[config.mk]
export PLATFORM = sky130hd
export DESIGN_NAME = travel_plan_seq
export DESIGN_NICKNAME = d
export VERILOG_FILES = /design/src/rtl/travel_plan_seq.sv
export SDC_FILE = /design/constraint.sdc
export NUM_CORES = 1
export LEC_CHECK = 0
export CAP_MARGIN = 30
export CORE_MARGIN = 1
export CORE_UTILIZATION = 61
export DETAILED_ROUTE_END_ITERATION = 10
export PLACE_DENSITY = 0.84
export SYNTH_ARGS = -nofsm -noshare
export SYNTH_HDL_FRONTEND = slang
export SYNTH_SLANG_ARGS = --single-unit
[constraint.sdc]
create_clock -name clk -period 3.4 [get_ports clk]
set_clock_uncertainty 0.05 [all_clocks]
set_input_delay 0.68 -clock clk [delete_from_list [all_inputs] [get_ports clk]]
set_output_delay 0.68 -clock clk [all_outputs]
set_load 0.01 [all_outputs]
[src/rtl/travel_plan_seq.sv]
// travel_plan_seq
//   Travel-plan sequencer for the maze runner. Latches the 16-bit plan word
//   from the UART receiver, watches line presence for confirmed gaps, and at
//   each gap issues the next 2-bit maneuver (LSB pair first) to navigation.
//
// Ports:
//   clk, rst_n      clock, asynchronous active-low reset
//   cmd[15:0]       travel plan word, bits [1:0] consumed first
//   cmd_rdy         level, cmd is valid
//   clr_cmd_rdy     one-cycle acknowledge of cmd_rdy
//   line_present    IR line detected
//   turn_done       one-cycle pulse, turn-around complete
//   go              enable line following / motors
//   veer_rght       bias right until line reacquired
//   veer_lft        bias left until line reacquired
//   turn_ard        execute turn-around until turn_done
//   buzz_en         piezo enable while stopped at end of plan
//   plan_idx[2:0]   index of the next action to be consumed
//
// Configuration macro:
//   PLAN_LOOP_EN    defined: plan rotates so consumed actions recirculate and
//                   plan_idx wraps 7->0. Undefined: zero-fill shift and
//                   plan_idx saturates at 7.
module travel_plan_seq #(
    parameter int FAST_SIM  = 1,
    parameter int GAP_CYC   = (FAST_SIM != 0) ? 512 : 32768,
    parameter int REACQ_CYC = (FAST_SIM != 0) ? 512 : 32768
) (
    input  logic        clk,
    input  logic        rst_n,
    input  logic [15:0] cmd,
    input  logic        cmd_rdy,
    output logic        clr_cmd_rdy,
    input  logic        line_present,
    input  logic        turn_done,
    output logic        go,
    output logic        veer_rght,
    output logic        veer_lft,
    output logic        turn_ard,
    output logic        buzz_en,
    output logic [2:0]  plan_idx
);

    typedef enum logic [2:0] {
        IDLE,
        FOLLOW,
        GAP_WAIT,
        VEER,
        TURN,
        STOPPED
    } state_t;

    typedef enum logic [1:0] {
        ACT_STOP   = 2'b00,
        ACT_VEER_R = 2'b01,
        ACT_VEER_L = 2'b10,
        ACT_TURN   = 2'b11
    } action_t;

    localparam logic [15:0] GAP_LAST   = 16'(GAP_CYC - 1);
    localparam logic [15:0] REACQ_LAST = 16'(REACQ_CYC - 1);

    state_t      state, state_nx;
    logic [15:0] plan, plan_nx;
    logic [2:0]  idx_nx;
    logic [15:0] gap_cnt, gap_nx;
    logic [15:0] reacq_cnt, reacq_nx;
    logic        veer_left, veer_left_nx;
    logic        clr_nx;

    logic        accept;
    logic [15:0] plan_adv;
    logic [2:0]  idx_adv;

    // cmd_rdy stays high through the acknowledge cycle (the receiver clears it
    // on the edge after clr_cmd_rdy), so that cycle must not re-accept.
    assign accept = cmd_rdy & ~clr_cmd_rdy;

`ifdef PLAN_LOOP_EN
    assign plan_adv = {plan[1:0], plan[15:2]};
    assign idx_adv  = plan_idx + 3'd1;
`else
    assign plan_adv = {2'b00, plan[15:2]};
    assign idx_adv  = (plan_idx == 3'd7) ? 3'd7 : plan_idx + 3'd1;
`endif

    always_ff @(posedge clk or negedge rst_n) begin
        if (!rst_n) begin
            state       <= IDLE;
            plan        <= '0;
            plan_idx    <= '0;
            gap_cnt     <= '0;
            reacq_cnt   <= '0;
            veer_left   <= 1'b0;
            clr_cmd_rdy <= 1'b0;
        end else begin
            state       <= state_nx;
            plan        <= plan_nx;
            plan_idx    <= idx_nx;
            gap_cnt     <= gap_nx;
            reacq_cnt   <= reacq_nx;
            veer_left   <= veer_left_nx;
            clr_cmd_rdy <= clr_nx;
        end
    end

    always_comb begin
        state_nx     = state;
        plan_nx      = plan;
        idx_nx       = plan_idx;
        gap_nx       = gap_cnt;
        reacq_nx     = reacq_cnt;
        veer_left_nx = veer_left;
        clr_nx       = 1'b0;

        case (state)
            IDLE, STOPPED: begin
                if (accept) begin
                    plan_nx  = cmd;
                    idx_nx   = '0;
                    clr_nx   = 1'b1;
                    state_nx = FOLLOW;
                end
            end

            FOLLOW: begin
                // A pending cmd held off during a maneuver lands here on the
                // first FOLLOW cycle.
                if (accept) begin
                    plan_nx = cmd;
                    idx_nx  = '0;
                    clr_nx  = 1'b1;
                end
                if (!line_present) begin
                    gap_nx   = '0;
                    state_nx = GAP_WAIT;
                end
            end

            GAP_WAIT: begin
                if (line_present) begin
                    state_nx = FOLLOW;
                end else if (gap_cnt == GAP_LAST) begin
                    plan_nx = plan_adv;
                    idx_nx  = idx_adv;
                    case (action_t'(plan[1:0]))
                        ACT_STOP:   state_nx = STOPPED;
                        ACT_VEER_R: begin
                            state_nx     = VEER;
                            veer_left_nx = 1'b0;
                            reacq_nx     = '0;
                        end
                        ACT_VEER_L: begin
                            state_nx     = VEER;
                            veer_left_nx = 1'b1;
                            reacq_nx     = '0;
                        end
                        default:    state_nx = TURN;
                    endcase
                end else begin
                    gap_nx = gap_cnt + 16'd1;
                end
            end

            VEER: begin
                if (line_present) begin
                    if (reacq_cnt == REACQ_LAST) begin
                        state_nx = FOLLOW;
                    end else begin
                        reacq_nx = reacq_cnt + 16'd1;
                    end
                end else begin
                    reacq_nx = '0;
                end
            end

            TURN: begin
                if (turn_done) begin
                    state_nx = FOLLOW;
                end
            end

            default: state_nx = IDLE;
        endcase
    end

    always_comb begin
        go        = 1'b0;
        veer_rght = 1'b0;
        veer_lft  = 1'b0;
        turn_ard  = 1'b0;
        buzz_en   = 1'b0;
        case (state)
            FOLLOW, GAP_WAIT: go = 1'b1;
            VEER: begin
                go        = 1'b1;
                veer_rght = ~veer_left;
                veer_lft  = veer_left;
            end
            TURN: begin
                go       = 1'b1;
                turn_ard = 1'b1;
            end
            STOPPED: buzz_en = 1'b1;
            default: ;
        endcase
    end

endmodule

==> impl_metrics.toml, run 1 <==
[drt]
drt-total-wl_mm = 6.14
drc = 0
final_antenna_net_count = 0
via_per_inst = 5.91
wire_per_inst_um = 14.6
drtIter0Drc = 132
drt-pass1-iter-count = 4
vias = 2490

[floorplan]
rows = 25
fp.dieH_um = 72.6
core_area_sq_um = 4750
dieArea_sq_um = 5280
start_util_pct = 64.0
die-width_um = 72.6
ios = 30

[logic_synthesis]
synthFlopType = "dfrtp_1"
synth_area_leader_cell = "dfrtp_1"
ys_ff_latch = 56
netlist_top_cells_count = "dfrtp_1 (56), nand2_1 (42), nor2_1 (32)"
synth_fp_nets = 351
synth.area.top_cells = "dfrtp_1 (46%), nand2_1 (5.2%), mux2i_1 (4.9%), nor2_1 (3.9%), xnor2_1 (3.5%)"
synth.most_common_cell = "dfrtp_1"
seq_area_frac_synth_pct = 46.1
synthMuxAreaShare_pct = 5.67
synth_edf_count = 0
netlist.area_leader.share_pct = 46.1
synth_top_family_by_area = "simple AND/OR/NAND/NOR gates"
syn_avg_cell_area_sq_um = 9.39
syn_inst = 324
ys.warnings.count = 0
synth_compound_area_share_pct = 13.6
synth_fa_ha_area_share_pct = 2.47
synth_area_sq_um = 3040
async_flop_share_pct = 100
synth.distinct_cells = 46
synthSimpleGateAreaFrac_pct = 25.3
synth_xor_area_share_pct = 4.89

[critical_path]
cp_max_fo = 14
cpPeakStageDelay_ps = 640
crit_path_start_kind = "register"
path_buf_inv = 1
cpMaxStageDelayCell = "dfrtp_1"
crit_arrival_ps = 1880
path_delay_family = "flip-flops"
cp.required_ps = 2670
worstSetupPathType = "register to output pin"
crit_path_end_kind = "output pin"
worstPathCellList = "and3b_1 > and2_1 > clkdlybuf4s50_1"

[timing]
period_needed_ps = 2610
setup_viol = 0
finalHoldViolCount = 0
grt_setup_unrepaired = "false"
clock.fmax_ghz = 0.384
layout_setup_ws_ps = 794
slew_violations = 0
final.period_utilization_pct = 76.6
holdWs_ps = 430
tns_ps = 0
tightest_slew_ps = 807
slew_headroom_pct = 45.5

[clocking]
post_cts_buffers = 0
clock_latency_ps = 300
clock-root-buffer = "clkbuf_8"
htree_levels = 2
cts_buffers = 5
cts-hold-fix-buffers = 0
cts_max_path_buffers = 2
cts_tree = "built"
clkSinkCount = 56
clkTransAtPathRegs_ps = 100
ctsResizeCount = 0

[cells_and_area]
nFillCells = 359
multi_input_area_sq_um = 1590
diodes = 0
nets = 380
regArea_sq_um = 1400
area_growth_pct = 15.4
drive_gt1_share_pct = 7.06

[place]
place_hpwl_mm = 4.27
port-buffer-count = 29
gp_congestion = 0.824
dp_slack_ps = 500

[power]
powerDensity_nw_per_um2 = 552
ir_drop_uv = 389
p_total_uw = 1940
p_leak_uw = 0.00150

[global_route]
antenna_found_initial = 0
grt_pass1_wl_mm = 10.6
grt_use_total_pct = 25.9
overflow = 0
grt_pass1_vias = 2415
grt_max_degree = 57

[worst_hold_path]
hp-class = "primary input to async pin"

[run]
drv_cap = 0

[outcome]
outcome = "finished clean"
[registers in the layout, summed over array words and instances, names as in the netlist]
name         count
gap_cnt         16
plan            16
reacq_cnt       16
plan_idx         3
state            3
clr_cmd_rdy      1
veer_left        1
[kinds of logic (layout without fill, tap and decap cells)]
logic type,Yosys count,count (layout)
XOR/XNOR,17,17
AND/OR/NAND/NOR,146,146
adder cells (fa/ha/maj),6,6
flip-flops,56,56
multiplexers,17,17
buffers and inverters,16,46
AO/OA/AOI/OAI,66,66
[final timing paths]
path | start | to | slack (ps) | cells after the start
max in group asynchronous | rst_n | gap_cnt[8] | 2400 | 2
max | state[0] | veer_lft | 790 | 3
min | rst_n | reacq_cnt[11] | 430 | 2
min in group clk | reacq_cnt[8] | reacq_cnt[8] | 440 | 1
min reg2reg | reacq_cnt[8] | reacq_cnt[8] | 440 | 1
max reg2reg | reacq_cnt[10] | reacq_cnt[15] | 920 | 5
[layer usage]
metal	global-route usage (%)	vias to the layer above	routed length (um)
li1	-	1230	-
met1	33.5	1213	2870
met2	44.4	40	3040
met3	5.52	7	177
met4	6.97	0	54
met5	0	-	0
[through the flow]
step / instances / cell area, sq um / utilization, %
2_1_floorplan: 324 / 3040 / -
3_3_place_gp: 412 / 3410 / 71.7
3_5_place_dp: 412 / 3410 / 71.7
4_1_cts: 420 / 3500 / 73.6
5_1_grt: 421 / 3510 / 73.9
6_report: 421 / 3510 / 73.9
[placed cells by master, fill, tap and decap left out, types with 9 or more instances in the layout]
cell,count
dfrtp_1,56
nand2_1,42
xnor2_1,12
nor4_1,9
o21ai_0,20
a31oi_1,10
mux2i_1,15
a21oi_1,16
nand3_1,13
nor2_1,32
clkdlybuf4s50_1,28
[where the power goes]
| group | switching [uW] | internal [uW] | leakage [uW] | total [uW] |
|---|---|---|---|---|
| logic | 370 | 277 | 0.000702 | 647 |
| clock network | 208 | 163 | 0.0000510 | 371 |
| registers | 127 | 793 | 0.000748 | 920 |
[final cells by class]
| cell class | count | share of cell area, % |
|---|---|---|
| timing repair buffer | 34 | 9.30 |
| multi-input combinational | 252 | 45.4 |
| tap | 67 | 2.39 |
| sequential | 56 | 39.9 |
| clock buffer | 6 | 2.35 |
| inverter | 4 | 0.428 |
| clock inverter | 2 | 0.285 |
(Power assumes the default switching activity.)
==> run 2: changes to the inputs <==
- CORE_UTILIZATION: 61 -> 51
- PLACE_DENSITY: 0.84 -> 0.75
- clock period: 3.4 -> 2.3 ns (I/O delays scaled with it)
==> run 2 against run 1 <==
Against the previous run: register-to-register slack worse by 850 ps; largest cell class unchanged; combinational power grew 72%; via count increased by 6.3%.
==> impl_metrics.toml, run 2 (same netlist as run 1, synthesis figures left out) <==
[global_route]
antenna_found_initial = 0
grt_max_degree = 57
grt_pass1_wl_mm = 11.0
grt_use_total_pct = 22.2
grt_pass1_vias = 2460
overflow = 0

[timing]
final.period_utilization_pct = 97.6
tightest_slew_ps = 599
clock.fmax_ghz = 0.445
slew_violations = 0
setup_viol = 0
period_needed_ps = 2250
finalHoldViolCount = 0
slew_headroom_pct = 60.0
layout_setup_ws_ps = 54.4
holdWs_ps = 84.6

[place]
placed_area_sq_um = 3620
gp_congestion = 0.845
port-buffer-count = 29
dp_cells = 443
dp_slack_ps = -169
place_hpwl_mm = 4.46

[clocking]
cts_buffers = 5
cts_tree = "built"
cts_max_path_buffers = 2
clock_latency_ps = 310
clkTransAtPathRegs_ps = 90
cts-hold-fix-buffers = 0
clkSinkCount = 56
htree_levels = 2
clock-root-buffer = "clkbuf_8"

[critical_path]
cpMaxStageDelayCell = "clkdlybuf4s50_1"
path_buf_inv = 1
crit_arrival_ps = 1740
worstSetupPathType = "register to output pin"
cpPeakStageDelay_ps = 530
cp_max_fo = 10
path_delay_family = "buffers and inverters"
worstPathCellList = "and3b_1 > and2_1 > clkdlybuf4s50_1"
cp.required_ps = 1790
crit_path_end_kind = "output pin"
crit_path_start_kind = "register"

[floorplan]
dieArea_sq_um = 6280
fp.dieH_um = 79.2
rows = 27
ios = 30
die-width_um = 79.2
start_util_pct = 53.9
core_area_sq_um = 5640

[drt]
final_antenna_net_count = 0
drt-pass1-iter-count = 5
drc = 0
wire_per_inst_um = 14.5
drt-total-wl_mm = 6.67
drtIter0Drc = 126
via_per_inst = 5.76
vias = 2648

[cells_and_area]
layout_commonest_cell = "dfrtp_1"
mostFrequentLayoutCells = "dfrtp_1 (54), nand2_1 (42), buf_4 (37)"
drive_gt1_share_pct = 16.0
nets = 414
fin_area_sq_um = 3820
nFillCells = 429
diodes = 0
area_growth_pct = 25.5
reg.largest.list = "gap_cnt: 16 flops, plan: 16 flops, reacq_cnt: 16 flops"
stdcell_count = 460

[power]
ir_drop_uv = 468
powerDensity_nw_per_um2 = 784
p_leak_uw = 0.00169
p_total_uw = 3000

[outcome]
outcome = "finished clean"

[worst_hold_path]
hp-class = "primary input to async pin"

[run]
drv_cap = 0
[run 2: changes by cell type in the layout (fill, tap and decap cells not counted), sizes merged]
cell	delta
a31oi	+1
clkdlybuf4s50	-1
clkbuf	+2
clkinv	-2
buf	+33
dlymetal6s2s	+1
[run 2: metal layers]
metal,routed length [um],global-route usage [%],vias to the layer above
li1,-,-,1304
met5,0,0,-
met4,52,7.45,0
met1,3130,28.9,1282
met3,265,3.33,4
met2,3220,37.8,58
[run 2: path summary, 6_finish.rpt]
kind | endpoint | startpoint | slack [ps] | cells after the start
min in group clk | plan[12] | plan[12] | 440 | 2
min | reacq_cnt[11] | rst_n | 80 | 2
min reg2reg | plan[12] | plan[12] | 440 | 2
max in group asynchronous | state[0] | rst_n | 1860 | 2
max | veer_lft | state[2] | 50 | 3
max reg2reg | reacq_cnt[13] | gap_cnt[13] | 70 | 6
[run 2: power breakdown]
group	switching, uW	internal (uW)	leakage (uW)	total, uW
logic	625	484	0.000895	1110
clock network	306	247	0.0000455	553
registers	158	1180	0.000746	1330
[run 2: layout make-up]
type	instances	area, sq um	share of cell area (%)
timing repair buffer	67	586	15.3
tap	72	90.1	2.36
clock buffer	8	90.1	2.36
multi-input combinational	253	1630	42.8
sequential	56	1400	36.8
inverter	4	15.0	0.393
[run 2: metrics by stage]
step | setup TNS (ps) | util [%]
CTS | 0 | 66.5
global placement | -469 | 64.2
finish | 0 | 67.7
floorplan | 0 | -
detailed placement | -1900 | 64.2
global route | -6.63 | 67.7
[run 2: timing repair]
item | 4_1_cts | 5_1_grt
cloned | 0 | 1
setup buffers | 3 | 5
gates resized for setup | 3 | 6
setup endpoints to repair | 12 | 23
pin swaps | 1 | 6
==> run 3: changes to the inputs <==
- CAP_MARGIN: 30 -> 5
==> results of run 3 <==
The final DEF is identical to that of run 2; final timing and power are the same.
